==> config.mk <==
export PLATFORM = sky130hd
export DESIGN_NAME = nor4_char_seq
export DESIGN_NICKNAME = d
export VERILOG_FILES = /design/src/rtl/nor4_char_seq.sv
export SDC_FILE = /design/constraint.sdc
export NUM_CORES = 1
export LEC_CHECK = 0
export BUFFER_PORTS_ARGS = -buffer_cell sky130_fd_sc_hd__buf_2
export CAP_MARGIN = 10
export CORE_UTILIZATION = 64
export CTS_BUF_LIST = sky130_fd_sc_hd__clkbuf_4 sky130_fd_sc_hd__clkbuf_8
export CTS_CLUSTER_SIZE = 24
export DETAILED_ROUTE_END_ITERATION = 16
export PLACE_DENSITY = 0.85
export SKIP_LAST_GASP = 1
export SLEW_MARGIN = 15
export SYNTH_ARGS = -nofsm -noshare
export SYNTH_HDL_FRONTEND = slang
export SYNTH_SLANG_ARGS = --single-unit
==> constraint.sdc <==
create_clock -name clk -period 5.45 [get_ports clk]
set_input_delay 0.545 -clock clk [delete_from_list [all_inputs] [get_ports clk]]
set_output_delay 0.545 -clock clk [all_outputs]
set_load 0.01 [all_outputs]
==> src/rtl/nor4_char_seq.sv <==
// nor4_char_seq: characterisation sequencer for a single NOR4 cell under test.
// Latency: N*ITER*(SETTLE_CYC+2) cycles from accepted start to done (N = 16/4/15/16 by mode).
// Backpressure: none; start is only honoured in IDLE, anything else is dropped while busy.
//
// Ports:
//   clk        sole clock, rising edge
//   rst        asynchronous active-high reset
//   start      one-cycle run request (sampled only in IDLE)
//   mode[1:0]  sequence select, latched on accepted start
//                00 exhaustive, 01 walking one, 10 LFSR, 11 toggle 0000/0001
//   qn         output of the NOR4 cell under test
//   drv[3:0]   registered drive to the cell, drv[0..3] -> IN1..IN4
//   busy       high while a run is in progress
//   done       one-cycle pulse at end of run
//   tog_cnt    sampled qn transitions in the run (saturating)
//   err_cnt    sampled qn values not equal to ~|drv (saturating)
//   first_err  {valid, vector} of the first mismatch of the run
//
// Build option: define NOR4_CHAR_ERRLOG_EN to enable first_err capture;
// without it first_err is constant zero.

module nor4_char_seq #(
  parameter int unsigned SETTLE_CYC = 2,   // 1..15
  parameter int unsigned ITER       = 1    // 1..255
) (
  input  logic        clk,
  input  logic        rst,
  input  logic        start,
  input  logic [1:0]  mode,
  input  logic        qn,
  output logic [3:0]  drv,
  output logic        busy,
  output logic        done,
  output logic [15:0] tog_cnt,
  output logic [7:0]  err_cnt,
  output logic [4:0]  first_err
);

  typedef enum logic [2:0] {
    IDLE   = 3'd0,
    DRIVE  = 3'd1,
    SETTLE = 3'd2,
    SAMPLE = 3'd3,
    FIN    = 3'd4
  } state_t;

  localparam logic [3:0] SETTLE_LAST = 4'(SETTLE_CYC - 1);
  localparam logic [7:0] ITER_LAST   = 8'(ITER - 1);

  state_t      state;
  state_t      state_nxt;

  logic [1:0]  mode_q;
  logic [3:0]  vec_idx;
  logic [7:0]  pass_cnt;
  logic [3:0]  settle_cnt;
  logic        prev_qn;
  logic        have_prev;

  logic        last_vec;
  logic        last_pass;
  logic        settle_done;
  logic        mismatch;
  logic        toggled;
  logic        active_nxt;

  // Index of the final vector of one pass for each sequence.
  function automatic logic [3:0] last_idx(input logic [1:0] m);
    case (m)
      2'b01:   last_idx = 4'd3;
      2'b10:   last_idx = 4'd14;
      default: last_idx = 4'd15;
    endcase
  endfunction

  function automatic logic [3:0] first_vec(input logic [1:0] m);
    case (m)
      2'b01, 2'b10: first_vec = 4'b0001;
      default:      first_vec = 4'b0000;
    endcase
  endfunction

  // Successor within a pass. The LFSR shifts left with feedback bit3^bit0,
  // which walks all 15 non-zero states starting from 0001.
  function automatic logic [3:0] next_vec(input logic [1:0] m, input logic [3:0] v);
    case (m)
      2'b00:   next_vec = v + 4'd1;
      2'b01:   next_vec = {v[2:0], v[3]};
      2'b10:   next_vec = {v[2:0], v[3] ^ v[0]};
      default: next_vec = v ^ 4'b0001;
    endcase
  endfunction

  assign last_vec    = (vec_idx == last_idx(mode_q));
  assign last_pass   = (pass_cnt == ITER_LAST);
  assign settle_done = (settle_cnt == SETTLE_LAST);
  assign mismatch    = (qn != ~|drv);
  // The first sample of a run has no predecessor, so it never counts.
  assign toggled     = have_prev && (qn != prev_qn);
  assign active_nxt  = (state_nxt == DRIVE) || (state_nxt == SETTLE) || (state_nxt == SAMPLE);

  // State register
  always_ff @(posedge clk or posedge rst) begin
    if (rst) begin
      state <= IDLE;
    end else begin
      state <= state_nxt;
    end
  end

  // Next-state logic
  always_comb begin
    state_nxt = state;
    case (state)
      IDLE:    if (start) state_nxt = DRIVE;
      DRIVE:   state_nxt = SETTLE;
      SETTLE:  if (settle_done) state_nxt = SAMPLE;
      SAMPLE:  state_nxt = (last_vec && last_pass) ? FIN : DRIVE;
      FIN:     state_nxt = IDLE;
      default: state_nxt = IDLE;
    endcase
  end

  // Datapath: vector generation, counters and status flags.
  always_ff @(posedge clk or posedge rst) begin
    if (rst) begin
      mode_q     <= 2'b00;
      vec_idx    <= 4'd0;
      pass_cnt   <= 8'd0;
      settle_cnt <= 4'd0;
      prev_qn    <= 1'b0;
      have_prev  <= 1'b0;
      drv        <= 4'b0000;
      busy       <= 1'b0;
      done       <= 1'b0;
      tog_cnt    <= 16'd0;
      err_cnt    <= 8'd0;
    end else begin
      // Flags are registered off the next state so they line up with it.
      busy <= active_nxt;
      done <= (state_nxt == FIN);

      case (state)
        IDLE: begin
          drv <= 4'b0000;
          if (start) begin
            mode_q    <= mode;
            vec_idx   <= 4'd0;
            pass_cnt  <= 8'd0;
            have_prev <= 1'b0;
            tog_cnt   <= 16'd0;
            err_cnt   <= 8'd0;
            drv       <= first_vec(mode);
          end
        end

        DRIVE: begin
          settle_cnt <= 4'd0;
        end

        SETTLE: begin
          settle_cnt <= settle_cnt + 4'd1;
        end

        SAMPLE: begin
          prev_qn   <= qn;
          have_prev <= 1'b1;
          if (mismatch && (err_cnt != 8'hFF)) begin
            err_cnt <= err_cnt + 8'd1;
          end
          if (toggled && (tog_cnt != 16'hFFFF)) begin
            tog_cnt <= tog_cnt + 16'd1;
          end

          if (last_vec && last_pass) begin
            drv <= 4'b0000;
          end else if (last_vec) begin
            // Pass boundary: restart the sequence, keep the sample history.
            vec_idx  <= 4'd0;
            pass_cnt <= pass_cnt + 8'd1;
            drv      <= first_vec(mode_q);
          end else begin
            vec_idx <= vec_idx + 4'd1;
            drv     <= next_vec(mode_q, drv);
          end
        end

        FIN: begin
          drv <= 4'b0000;
        end

        default: begin
          drv <= 4'b0000;
        end
      endcase
    end
  end

`ifdef NOR4_CHAR_ERRLOG_EN
  // Capture the vector of the first mismatch; the valid bit locks it.
  always_ff @(posedge clk or posedge rst) begin
    if (rst) begin
      first_err <= 5'd0;
    end else if ((state == IDLE) && start) begin
      first_err <= 5'd0;
    end else if ((state == SAMPLE) && mismatch && !first_err[4]) begin
      first_err <= {1'b1, drv};
    end
  end
`else
  assign first_err = 5'd0;
`endif

endmodule
* Yosys cells after proc, flatten, opt, wreduce, memory -nomap -nowiden
Index checks and enable logic that the tools add are counted. W data, S select, Z words.
Operators by class: mux-type cells 28, add/subtract/negate cells 6, reduce and logical (&&, ||, !) cells 23, bitwise logic cells 3, eq/ne operators 23
Operators by type and width (number):
- $mux W16 | 2
- $mux W8 | 4
- $pmux W16 S2 | 1
- $pmux W8 S2 | 2
- $pmux W4 S2 | 3
- $pmux W4 S3 | 2
- $mux W4 | 5
- $add A16 B1 Y16 const B | 1
- $add A8 B1 Y8 const B | 2
- $ne A16 B16 Y1 const B | 1
- $add A4 B1 Y4 const B | 3
- $eq A3 B2 Y1 const B | 4
- $pmux W3 S4 | 1
- $ne A2 B2 Y1 const B | 5
- $mux W3 | 3
- $reduce_and A3 Y1 | 3
- $logic_not A8 Y1 | 1
- $ne A8 B8 Y1 const B | 1
- $eq A3 B1 Y1 const B | 2
- $ne A6 B3 Y1 const B | 1
- $reduce_and A2 Y1 | 3
- $reduce_or A2 Y1 | 3
- $eq A2 B1 Y1 const B | 2
- $eq A2 B2 Y1 const B | 2
- other kinds (16) | 26
Storage, ports and cells: word-level logic and storage cells 96, input port bits 6, output and inout bits 35, register bits after elaboration 53

* Depth between registers and ports, before layout
depth in word-level cells 9, gate-level depth with buffers 7, gate-level depth less buffers 7

* Least setup slack after synthesis
OpenSTA, ideal clock, no wires.
kind register to register, from register mode_q[0], to register pass_cnt[7], path buffers 0, period minus slack after synthesis 1800 ps, setup time 129 ps, data arrival time 1671 ps, stages on the path, launching flop included 8, required time 5321 ps, setup slack 3650 ps, cells stage by stage dfrtp_1 inv_1 ha_1 xor2_2 o2111ai_4 nor4_4 xnor2_1 nor2_2
On the way: longest elaborated chain between the ends 6, elaborated cells between the ends (all ways) 8, those cells by class eq/ne: 5; mux: 1; reduce/logical: 2
RTL lines:
- start: declaration | line 53 | logic [1:0] mode_q;
- start signal: assignment | line 147 | mode_q <= mode;
- $eq A2 B2 Y1 or $eq A2 B1 Y1 (tied branches) | line 69 | case (m)
- $pmux W4 S2 (*) | line 69
- $eq A4 B4 Y1 (*) | line 94 | assign last_vec = (vec_idx == last_idx(mode_q));
- $logic_and A1 B1 Y1 | line 175 | if (last_vec && last_pass) begin
- $ne A2 B2 Y1 (no line)
- $reduce_and A4 Y1 (no line) (*)
- end signal: assignment | line 180 | pass_cnt <= pass_cnt + 8'd1;
- end: declaration | line 55 | logic [7:0] pass_cnt;
Every way passes the cells marked *; elsewhere a longest branch is shown, timed or not. A chain may end at the register's enable or synchronous reset.

* Worst setup path after layout
from register state[2], to register tog_cnt[11]
On the way: longest elaborated chain between the ends 3, elaborated cells between the ends (all ways) 7, those cells by class eq/ne: 3; mux: 1; reduce/logical: 3
RTL lines:
- start: declaration | line 50 | state_t state;
- start signal: assignment | line 107 | state <= state_nxt;
- $eq A3 B2 Y1 or $logic_not A3 Y1 (tied branches) | line 143 | case (state)
- $ne A2 B2 Y1 (no line) or $reduce_bool A2 Y1 (tied branches)
- $reduce_and A3 Y1 (no line)
- end signal: assignment | line 172 | tog_cnt <= tog_cnt + 16'd1;
- end: declaration | line 34 | output logic [15:0] tog_cnt,
Several ways; a longest one is shown, not always the timed one.

==> summary.md <==
| Metric | Value |
|---|---|
| Post-route minimum period | 2.183 ns |
| Top post-synthesis cells by count | dfrtp_1 (53), nor2_1 (34), nand2_1 (32) |
| Pin count of the biggest net entering global routing | 54 |
| Initial antenna violation count | 0 |
| Switching Share | 0.3992 |
| Worst slew margin | 0.4157 |
| RSZ-0062 raised after global routing | no |
| Worst reg2reg path depth | 5 |
| # port buffers | 35 |
| # IOs | 41 |
| Max_cap viols | 0 |
| Number of enable flip-flop cells after synthesis | 0 |
| # DRC | 0 |
| Post-synthesis cell area | ~3000 um^2 |
| Tcrit/Tclk final | 0.4005 |
| Crit path kind | reg -> reg |
| Leak | ~0.0015 uW |
| Synth cell types | 52 |
| Worst slew pin tran | 0.8755 ns |
| Worst clock skew | 0.004414 ns |
| Post-synth top area share | 0.4480 |
| N_diodes | 0 |
| DR WL/cell | between 10 and 15 um |
| Hold/Removal Path Class | in -> async |
| Fmax | ~460 MHz |
| DP HPWL | between 3 and 4 mm |
| Num rows | 24 |
| Clk sinks | 53 |
| Clk_lat worst skew | around 0.31 ns |
| PD cells | roughly 410 nW/um^2 |
| Register area share after synthesis | 0.4480 |
| CTS root buf | clkbuf_8 |
| Hold Vio Cnt, Final | 0 |
| Post-place setup slack | about 3.3 ns |
| Crit-path max FO | 14 |
| Placed cells | between 300 and 400 |
| Yosys reg bits | 53 |
| Synth Flop Type | dfrtp_1 |
| Final cell count without fillers | 390 |
| Initial DRC Count | approximately 140 |
| Chip Width | roughly 70 um |
| Die ar. | 4901 um^2 |
| Postcts setup bufs | 0 |
| First-pass GRT wire length | between 9 and 10 mm |
| Die Y | 70.01 um |
| Status | finished, final reports clean |
| Nets@finish | approximately 360 |
| Final Setup Violations | 0 |
| Post-CTS Resized | 0 |
| Total grt overflow | 0 |
| RD Place Congestion | ~0.86 |
| Critical Path AT | about 2.4 ns |
| Most numerous cell in the Yosys netlist | dfrtp_1 |
| Post-synthesis async set-or-reset flop share | 1.000 |
| Vias in the first global route | approximately 2100 |
| Worst Setup Slack, final | approximately 3.3 ns |
| Share of post-route cells with drive strength above 1 | 0.1716 |
| Clock slew at reported path FFs | 0.10 ns |
| Endpoint type of the worst setup path | register |
| Switch Pwr | between 500 and 600 uW |
| Post-synthesis instance total | roughly 300 |
| Internal | 801.2 uW |
| Max Buffers Root-to-Sink | 2 |
| WP data required | about 5.6 ns |
| Worst vdd ir | between 0.0002 and 0.00025 V |
| Post-layout util | 0.7421 |
| Register-to-register setup slack | 3.27 ns |
| RR Endpoint | tog_cnt[11] |
| P&R area growth vs syn | 10.65% |
| Sequential power share | 0.427 |
| Reg2reg start | state[2] |
| YS warnings | 0 |
| Syn_area_per_cell | a little under 10 um^2 |
| CTS tree | built |
| Num CTS Buffers | 5 |
| Vias | about 2300 |
| Setup crit start kind | register |
| Gate power share | 0.371 |
| All-Layer GR Usage | 0.2499 |
| Clk pwr share | 0.201 |
| Largest area contributor in the netlist | dfrtp_1 |
| Number of hold buffers added after CTS | 0 |
| Total core area | between 4000 and 5000 um^2 |
| DRT Pass-1 Iters | 4 |
| Average vias per placed instance | 5.949 |
| Initial Utilization | 0.6706 |
| # H-tree levels | 2 |
| Max-slew violation count | 0 |
| Largest cells by area after synthesis | dfrtp_1 (45%), ha_1 (5.9%), xnor2_1 (5.9%) |
| Post-route ant nets | 0 |
| Final setup TNS | 0 ns |
| Routed WL | roughly 5.6 mm |
==> how the worst max path moves through the flow <==
stage	from	endpoint	slack, ns	cells past startpoint
after CTS	state[2]	tog_cnt[15]	3.25	5
final	state[2]	tog_cnt[11]	3.27	5
after floorplan	rst	busy	3.62	1
after detailed placement	state[2]	tog_cnt[15]	3.27	5
after global routing	state[2]	tog_cnt[15]	3.07	5
after global placement	state[2]	tog_cnt[15]	3.37	5
==> layout make-up <==
| type | count | area, um^2 |
|---|---|---|
| Sequential cell | 53 | 1326 |
| Inverter | 12 | 46.29 |
| Fill cell | 333 | 1139 |
| Clock buffer | 5 | 68.82 |
| Tap cell | 52 | 65.06 |
| Clock inverter | 2 | 38.79 |
| Timing Repair Buffer | 36 | 182.7 |
| Multi-Input combinational cell | 230 | 1548 |
==> cells by family after synthesis <==
| family | after synthesis | share of synthesized area |
|---|---|---|
| adder cells (fa/ha/maj) | 14 | 0.05917 |
| AND/OR/NAND/NOR | 134 | 0.2456 |
| flip-flops | 53 | 0.4480 |
| XOR/XNOR | 26 | 0.07946 |
| AO/OA/AOI/OAI | 43 | 0.1027 |
| multiplexers | 8 | 0.02747 |
| buffers and inverters | 23 | 0.03635 |
| other | 1 | 0.001267 |
==> power groups by stage <==
| stage | Clock (uW) | Combinational [uW] | Sequential, uW |
|---|---|---|---|
| after CTS | 274 | 499 | 567 |
| after detailed placement | 0 | 495 | 575 |
| after global routing | 288 | 567 | 584 |
| final | 268 | 495 | 570 |
| after global placement | 0 | 479 | 571 |
| after floorplan | 0 | 372 | 570 |
==> flip-flops by register name (all words and copies together), names as in the netlist <==
signal / flops
have_prev: 1
drv: 4
state: 3
settle_cnt: 4
tog_cnt: 16
mode_q: 2
prev_qn: 1
err_cnt: 8
busy: 1
pass_cnt: 8
done: 1
vec_idx: 4
==> routing by layer <==
| metal | GRT usage | routed length [um] | vias to the layer above | part of all wire |
|---|---|---|---|---|
| met5 | 0 | 0 | - | 0 |
| met4 | 0.07556 | 63 | 0 | 0.011 |
| met3 | 0.04906 | 249 | 6 | 0.044 |
| met2 | 0.4167 | 2735 | 68 | 0.49 |
| met1 | 0.3317 | 2576 | 1112 | 0.46 |
| li1 | - | - | 1134 | - |
==> per-stage QoR <==
stage | hold WS, ns | total power [uW] | area (um^2)
after floorplan | 0.4916 | 942.3 | 2975
after global placement | 0.5067 | 1050 | 3167
after detailed placement | 0.5135 | 1070 | 3167
after CTS | 0.4614 | 1340 | 3274
after global routing | 0.4689 | 1438 | 3276
final | 0.3746 | 1334 | 3276
==> cell usage in the layout (no fill, tap or decap), types with 3 or more instances in the layout <==
cell      instances
dfrtp_1          53
buf_2            35
nor2_1           34
nand2_1          32
nand3_1          20
xnor2_1          20
o21ai_0          16
ha_1             14
inv_1            11
nand4_1           8
nor4_1            8
mux2i_1           7
nor3_1            7
xor2_1            5
a21oi_1           5
conb_1            5
clkbuf_8          5
or3_1             3
o21ai_1           3
a22o_1            3
==> worst max-delay path: stages, from the launching register on <==
cell and delay, ns:
dfrtp_1 0.42, and3b_1 0.61, nand4_1 0.37, nor4_1 0.44
xnor2_1 0.18, nor2_1 0.06
Note: power is estimated with default switching activity, not from simulation.
